<file path="config.mk">
export PLATFORM = sky130hd
export DESIGN_NAME = mem_port_arbiter
export DESIGN_NICKNAME = d
export VERILOG_FILES = /design/src/rtl/mem_arb_pkg.sv /design/src/rtl/arb_timeout_counter.sv /design/src/rtl/mem_port_arbiter.sv
export SDC_FILE = /design/constraint.sdc
export NUM_CORES = 1
export LEC_CHECK = 0
export CAP_MARGIN = 40
export CORE_AREA = 2 2 123 125
export DETAILED_ROUTE_END_ITERATION = 10
export DIE_AREA = 0 0 125 127
export HOLD_SLACK_MARGIN = 0.12
export PLACE_DENSITY = 0.85
export SLEW_MARGIN = 40
export SYNTH_ARGS = -nofsm -noshare
export SYNTH_HDL_FRONTEND = slang
export SYNTH_SLANG_ARGS = --single-unit
</file>
<file path="constraint.sdc">
create_clock -name Clk -period 2.7 [get_ports Clk]
set_input_delay 0.54 -clock Clk [delete_from_list [all_inputs] [get_ports Clk]]
set_output_delay 0.54 -clock Clk [all_outputs]
set_load 0.05 [all_outputs]
</file>
<file path="src/rtl/mem_arb_pkg.sv">
// Shared types and default widths for the instruction/data memory port arbiter.
package mem_arb_pkg;

  localparam int ADDR_W_DEF       = 32;
  localparam int DATA_W_DEF       = 32;
  localparam int TIMEOUT_CYC_DEF  = 16;
  localparam int STARVE_LIMIT_DEF = 4;

  typedef enum logic [1:0] {
    ARB_IDLE  = 2'd0,
    ARB_IBUSY = 2'd1,
    ARB_DBUSY = 2'd2
  } arb_state_e;

  typedef enum logic [1:0] {
    GNT_NONE = 2'd0,
    GNT_I    = 2'd1,
    GNT_D    = 2'd2
  } gnt_src_e;

endpackage

</file>
<file path="src/rtl/arb_timeout_counter.sv">
// Bus watchdog: counts cycles of an outstanding memory request, loaded to 1 at grant.
// expire flags the TIMEOUT_CYC-th request cycle; TIMEOUT_CYC = 0 disables it.
module arb_timeout_counter #(
  parameter int TIMEOUT_CYC = 16
) (
  input  logic Clk,
  input  logic Clrn,
  input  logic load,
  input  logic active,
  output logic expire
);

  localparam int CW = $clog2(TIMEOUT_CYC + 2);

  logic [CW-1:0] count;

  // NOTE: sequential state uses non-blocking assignments so every flop samples pre-edge values.
  always_ff @(posedge Clk) begin
    if (Clrn) begin
      count <= '0;
    end else if (load) begin
      count <= CW'(1);
    end else if (active && !expire) begin
      count <= count + 1'b1;
    end
  end

  generate
    if (TIMEOUT_CYC == 0) begin : g_no_wdog
      assign expire = 1'b0;
    end else begin : g_wdog
      assign expire = (count == CW'(TIMEOUT_CYC));
    end
  endgenerate

endmodule

</file>
<file path="src/rtl/mem_port_arbiter.sv">
// Arbitrates fetch and data ports onto one single-ported memory, data first by default.
// Optional MEM_ARB_STARVE_GUARD_EN forces a fetch grant after STARVE_LIMIT data grants.
module mem_port_arbiter
  import mem_arb_pkg::*;
#(
  parameter int ADDR_W       = ADDR_W_DEF,
  parameter int DATA_W       = DATA_W_DEF,
  parameter int TIMEOUT_CYC  = TIMEOUT_CYC_DEF,
  parameter int STARVE_LIMIT = STARVE_LIMIT_DEF
) (
  input  logic              Clk,
  input  logic              Clrn,
  input  logic              I_req,
  input  logic [ADDR_W-1:0] I_addr,
  output logic [DATA_W-1:0] I_rdata,
  output logic              I_ready,
  input  logic              D_req,
  input  logic              D_we,
  input  logic [ADDR_W-1:0] D_addr,
  input  logic [DATA_W-1:0] D_wdata,
  output logic [DATA_W-1:0] D_rdata,
  output logic              D_ready,
  output logic              M_req,
  output logic              M_we,
  output logic [ADDR_W-1:0] M_addr,
  output logic [DATA_W-1:0] M_wdata,
  input  logic [DATA_W-1:0] M_rdata,
  input  logic              M_ack,
  output logic              Stall,
  output logic              Err
);

  arb_state_e        state;
  gnt_src_e          gnt;
  logic              i_elig;
  logic              d_elig;
  logic              starve_hit;
  logic              expire;
  logic              done;
  logic [DATA_W-1:0] cap_data;

  // A port is not re-arbitrated in the cycle its ready pulse is out.
  assign i_elig   = I_req & ~I_ready;
  assign d_elig   = D_req & ~D_ready;
  assign Stall    = i_elig | d_elig;
  assign done     = M_ack | expire;
  assign cap_data = M_ack ? M_rdata : '0;

`ifdef MEM_ARB_STARVE_GUARD_EN
  localparam int SW = (STARVE_LIMIT < 1) ? 1 : $clog2(STARVE_LIMIT + 1);

  logic [SW-1:0] starve_cnt;

  assign starve_hit = (starve_cnt == SW'(STARVE_LIMIT));

  always_ff @(posedge Clk) begin
    if (Clrn) begin
      starve_cnt <= '0;
    end else if (gnt == GNT_I) begin
      starve_cnt <= '0;
    end else if (gnt == GNT_D && i_elig) begin
      starve_cnt <= starve_cnt + 1'b1;
    end
  end
`else
  assign starve_hit = 1'b0;
`endif

  // NOTE: gnt is assigned a default before any branch so this block cannot infer a latch.
  always_comb begin
    gnt = GNT_NONE;
    if (state == ARB_IDLE) begin
      if (d_elig && !(starve_hit && i_elig)) begin
        gnt = GNT_D;
      end else if (i_elig) begin
        gnt = GNT_I;
      end
    end
  end

  arb_timeout_counter #(
    .TIMEOUT_CYC (TIMEOUT_CYC)
  ) u_wdog (
    .Clk    (Clk),
    .Clrn   (Clrn),
    .load   (gnt != GNT_NONE),
    .active (M_req),
    .expire (expire)
  );

  always_ff @(posedge Clk) begin
    if (Clrn) begin
      state   <= ARB_IDLE;
      M_req   <= 1'b0;
      M_we    <= 1'b0;
      M_addr  <= '0;
      M_wdata <= '0;
      I_rdata <= '0;
      D_rdata <= '0;
      I_ready <= 1'b0;
      D_ready <= 1'b0;
      Err     <= 1'b0;
    end else begin
      I_ready <= 1'b0;
      D_ready <= 1'b0;
      case (state)
        ARB_IDLE: begin
          if (gnt == GNT_D) begin
            M_req   <= 1'b1;
            M_we    <= D_we;
            M_addr  <= D_addr;
            M_wdata <= D_wdata;
            state   <= ARB_DBUSY;
          end else if (gnt == GNT_I) begin
            M_req  <= 1'b1;
            M_we   <= 1'b0;
            M_addr <= I_addr;
            state  <= ARB_IBUSY;
          end
        end
        ARB_IBUSY, ARB_DBUSY: begin
          if (done) begin
            M_req <= 1'b0;
            M_we  <= 1'b0;
            state <= ARB_IDLE;
            if (state == ARB_IBUSY) begin
              I_rdata <= cap_data;
              I_ready <= 1'b1;
            end else begin
              D_rdata <= cap_data;
              D_ready <= 1'b1;
            end
            // A late ack in the timeout cycle still counts as a clean completion.
            if (!M_ack) begin
              Err <= 1'b1;
            end
          end
        end
        default: state <= ARB_IDLE;
      endcase
    end
  end

endmodule

</file>
After elaboration in Yosys (flattened, before gate mapping)
Cells that the tools add are included.
{"block": "classes", "n_mux": 21, "n_lt_le_gt_ge": 0, "n_div": 0, "n_eq_ne": 7, "multipliers": 0, "add_sub_neg": 1, "shift": 0, "n_bitwise": 10, "n_reduce_logical": 17}
{"cell": "32-bit two-way mux", "count": 3}
{"cell": "3-bit AND reduction", "count": 4}
{"cell": "1-bit two-way mux", "count": 10}
{"cell": "2-bit two-way mux", "count": 5}
{"cell": "2-bit nonzero test", "count": 4}
{"cell": "1-bit inverter", "count": 6}
{"cell": "2-bit AND reduction", "count": 3}
{"cell": "5-bit by 1-bit adder with 5-bit output (second input constant)", "count": 1}
{"cell": "5-bit == test (second input constant)", "count": 1}
{"cell": "2-bit by 1-bit == test with 1-bit output (second input constant)", "count": 2}
{"cell": "2-bit == test (second input constant)", "count": 2}
{"cell": "1-bit one-hot mux with 2 select lines", "count": 2}
{"cell": "2-bit one-hot mux with 2 select lines", "count": 1}
{"cell": "2-bit OR reduction", "count": 2}
{"cell": "3-bit by 1-bit inequality test with 1-bit output (second input constant)", "count": 1}
{"cell": "3-bit OR reduction", "count": 1}
{"cell": "1-bit bitwise AND", "count": 2}
{"cell": "2-bit zero test", "count": 1}
{"cell": "2-bit inequality test (second input constant)", "count": 1}
{"cell": "1-bit OR", "count": 2}
{"cell": "1-bit logical AND", "count": 1}
{"cell": "1-bit zero test", "count": 1}
{"block": "totals", "latchBits": 0, "ram_bits": 0, "output_inout_bits": 134, "mem_bits_ro": 0, "word_cells": 68, "in_bits": 134, "mem_count": 0, "ff_bits": 140}

Depth between registers and ports, before layout
{"block": "logic_depth", "ltp_word": 9, "depth_mapped": 12, "depth_no_buf": 9}

Modules after synthesis
Synthesis repeated with hierarchy kept, for this count alone.
{"block": "hier_totals", "hier_cells": 654, "area_unflattened_um2": 5685.5}
{"mod": "mem_port_arbiter", "seq_area_each_um2": 2702.6, "area_each_um2": 5413.9, "cells_per_inst": 625, "n_inst": 1}
{"mod": "arb_timeout_counter", "seq_area_each_um2": 100.1, "area_each_um2": 271.5, "cells_per_inst": 29, "n_inst": 1}

Worst setup path after synthesis
No wires, ideal clock.
{"block": "synth_path", "kind": "input to output", "start": "input port I_req", "end": "output port Stall", "required_time_ns": 2.160, "stages": 2, "setup_slack_ns": 0.491, "arrival_ns": 1.669, "n_path_buf": 0, "cell_sequence": "inv_1 -> o21ai_0"}
{"block": "synth_via", "elab_chain_cells": 2}
{"element": "start: declaration", "line_no": "mem_port_arbiter.sv:13", "rtl": "input logic I_req,"}
{"element": "1-bit bitwise AND", "line_no": "mem_port_arbiter.sv:43", "rtl": "assign i_elig = I_req & ~I_ready;"}
{"element": "1-bit OR", "line_no": "mem_port_arbiter.sv:45", "rtl": "assign Stall = i_elig | d_elig;"}
{"element": "end: declaration", "line_no": "mem_port_arbiter.sv:29", "rtl": "output logic Stall,"}
Every way passes these cells.

Worst setup path after layout
{"block": "layout_path", "start": "register state[1]", "end": "register D_rdata[2]"}
{"block": "layout_via", "elab_chain_cells": 3, "elab_cells_between_ends": 5, "cone_classes": "2 x eq/ne; 1 x bitwise; 2 x reduce/logical"}
{"element": "start: declaration", "line_no": "mem_port_arbiter.sv:33", "rtl": "arb_state_e state;"}
{"element": "start signal: assignment", "line_no": "mem_port_arbiter.sv:93", "rtl": "state <= ARB_IDLE;"}
{"element": "start signal: assignment", "line_no": "mem_port_arbiter.sv:113", "rtl": "state <= ARB_DBUSY;"}
{"element": "start signal: assignment", "line_no": "mem_port_arbiter.sv:118", "rtl": "state <= ARB_IBUSY;"}
{"element": "2-bit by 1-bit == test with 1-bit output or 2-bit == test (tied branches)", "line_no": "mem_port_arbiter.sv:106, mem_port_arbiter.sv:126"}
{"element": "2-bit OR reduction or 1-bit inverter (tied branches)"}
{"element": "3-bit AND reduction (no source line) (*)"}
{"element": "end signal: assignment", "line_no": "mem_port_arbiter.sv:130", "rtl": "D_rdata <= cap_data;"}
{"element": "end: declaration", "line_no": "mem_port_arbiter.sv:21", "rtl": "output logic [DATA_W-1:0] D_rdata,"}
Mark *: on every way between the ends. The rest lies on a longest branch, timed or not.
A chain may end at the register's enable or synchronous reset.

==> out/results.ini <==
[global_route]
grt_use_total_pct=21.9
grt_overflow_total=0
grt_pass1_vias=5531
grt_first_pass_wirelength_mm=28.6
grt_start_max_net_pins=99
antenna_found_initial=0

[logic_synthesis]
synth_area_um2=5990
synth.distinct_cells=38
syn_inst=633
postSynthAreaPerCell_um2=9.47
ys.warnings.count=0
syn_nets=775
ys_ff_latch=140
seq_area_frac_synth_pct=46.8

[timing]
setup_violations=0
rsz0062_at_grt=no
worstMarginPinSlew_ps=793
final.min_clock_period_ps=2320
period_share_pct=85.8
fmax_mhz=432
tns_ps=0
drv_slew=0
clock_skew_ps=13.1
hold_violations=0
slew_headroom_pct=47.2

[layout]
num-nets-final=998
layout_common_cells=clkdlybuf4s50_1, dfxtp_1, nand2_1
mostFrequentLayoutCell=clkdlybuf4s50_1
final_layout_size_suffix_gt1_share_pct=6.90
seqCellArea_um2=2800
n_fill_cell=1169
antenna_cells=0
multiInputGateArea_um2=2800
final_cell_area_um2=9330
syn_to_final_growth_pct=55.6

[setup_path]
start_kind=register
criticalPathCategory=register to register
critPathMostFrequentCell=buf_4
crit_fanout=51
crit_path_end_kind=register
cp_data_required_time_ps=3010
worst-endpoint-arrival_ps=2620
max_stage_delay_ps=500
cp_slowest_cell=buf_4
crit_chain=inv_1 > ha_2 > buf_4 > buf_4 > nand3_1 > a311oi_1

[place]
gp_congestion=0.785
place_area_um2=8710
hpwl_mm=12.1
port_buffers=267

[floorplan]
pin_count=268
die_area_um2=15900
die_x_um=125
start_util_pct=41.5
core-area_um2=14400
die_h_um=127
rows=44

[route]
drc=0
drt-initial-drc-count=348
firstDrtPassIters=5
ant_nets=0
viasPerCell=5.66
vias=5964
wl_mm=18.2
wl_per_cell_um=17.3

[power]
peakVddDrop_mv=0.692
powerDensity_nw_per_um2=1090
cellLeakagePower_nw=3.11

[clock_tree]
post_cts_buffers=0
htree_levels=4
clk_latency_ps=420
clkSinkCount=140
post_cts_resize_count=0
cts_hold_buf=0
cts_tree=done
cts.reportedPaths.clkPinSlew_ps=60
cts_root_buffer=clkbuf_16
numCtsBuffers=17
clock_path_buffers=2

[status]
status=finished clean

[flow_run]
drv_cap=0

[worst_hold_path]
hp-class=register to register

## worst paths after layout
check        slack, ps  cells after the start                  endpoint                startpoint
max                380                      6   D_rdata[2]$_SDFFE_PP0P_     state[1]$_SDFFE_PP0P_
min                450                      2  M_wdata[10]$_SDFFE_PP0P_  M_wdata[10]$_SDFFE_PP0P_
max reg2reg        380                      6   D_rdata[2]$_SDFFE_PP0P_     state[1]$_SDFFE_PP0P_
min reg2reg        450                      2  M_wdata[10]$_SDFFE_PP0P_  M_wdata[10]$_SDFFE_PP0P_
## state kept, by name (all words and copies together) (netlist names)
name and count:
D_rdata 32, state 2, D_ready 1, Err 1, I_ready 1, M_req 1
u_wdog.count 5, M_addr 32, I_rdata 32, M_wdata 32, M_we 1
## worst max-delay path, delay by kind of cell (launching register included)
family / cells / cell delay, ps
compound gates: 1 / 320
fa+ha+maj: 1 / 330
buf+inv: 3 / 990
flops: 1 / 350
simple gates: 1 / 180
## final cells by class
cell class | count | area share, %
clock buffer | 22 | 5.08
clock inverter | 10 | 1.48
inverter | 10 | 0.402
multi-input combinational | 407 | 30.0
sequential | 140 | 30.1
tap | 184 | 2.47
timing repair buffer | 280 | 30.5
## per-layer routing
layer / vias up / share of wire (%) / track usage [%]
met5: - / 0 / 0
met4: 0 / 2.4 / 8.24
met3: 29 / 6.3 / 5.28
met2: 223 / 50 / 36.7
met1: 2818 / 41 / 27.5
li1: 2894 / - / -
## stage by stage
stage | util, % | setup WS [ps] | std cells | hold WS (ps) | total power (W)
2_1_floorplan | - | 491 | 633 | 475 | 0.00634
3_5_place_dp | 60.4 | 210 | 1021 | 449 | 0.00783
4_1_cts | 64.7 | 361 | 1053 | 454 | 0.0103
5_1_grt | 64.7 | 186 | 1053 | 469 | 0.0107
3_3_place_gp | 60.4 | 241 | 1021 | 440 | 0.00775
6_report | 64.7 | 383 | 1053 | 454 | 0.0102
## cell usage after synthesis
cell,count,share of area (%)
buf_2,19,1.6
a311oi_1,60,8.8
buf_6,7,1.3
nand4_1,2,0.21
clkbuf_1,47,2.9
a211o_1,1,0.15
o21a_1,1,0.13
a211oi_1,34,4.3
a311oi_2,4,1.0
a2bb2oi_1,1,0.15
nand4bb_1,1,0.19
nand2b_1,1,0.10
and2_1,2,0.21
nor2b_1,1,0.10
nor3b_1,1,0.13
nand4b_1,1,0.15
and3_1,1,0.10
ha_1,8,1.7
nor4_1,1,0.10
a21o_1,1,0.13
nand2_1,69,4.3
and4bb_4,1,0.27
mux2i_1,33,5.5
a31oi_1,1,0.10
buf_1,2,0.13
nor3_1,2,0.17
a41oi_1,64,9.4
dfxtp_1,140,47
a21oi_1,35,2.9
buf_4,1,0.13
inv_1,10,0.63
or3_1,1,0.10
a31o_2,2,0.29
or2_2,1,0.10
o21ai_0,4,0.33
nor2_1,36,2.3
xor2_1,2,0.29
nand3_1,35,2.9
## logic make-up after synthesis
logic type                 synth area share (%)
muxes                                      5.51
DFF                                        46.8
adders and majority gates                  1.67
buffers and inverters                      6.72
and+or+nand+nor                            11.4
xor gates and xnor gates                  0.292
AOI/OAI and AO/OA                          27.6
## power breakdown
group	total, W	internal, W	switching, W	leakage [nW]
logic	0.00504	0.00172	0.00333	1.67
registers	0.00275	0.00251	0.000239	1.14
clock network	0.00241	0.00153	0.000883	0.296
total	0.0102	0.00576	0.00445	3.11
Power figures use the tool's default switching activity.
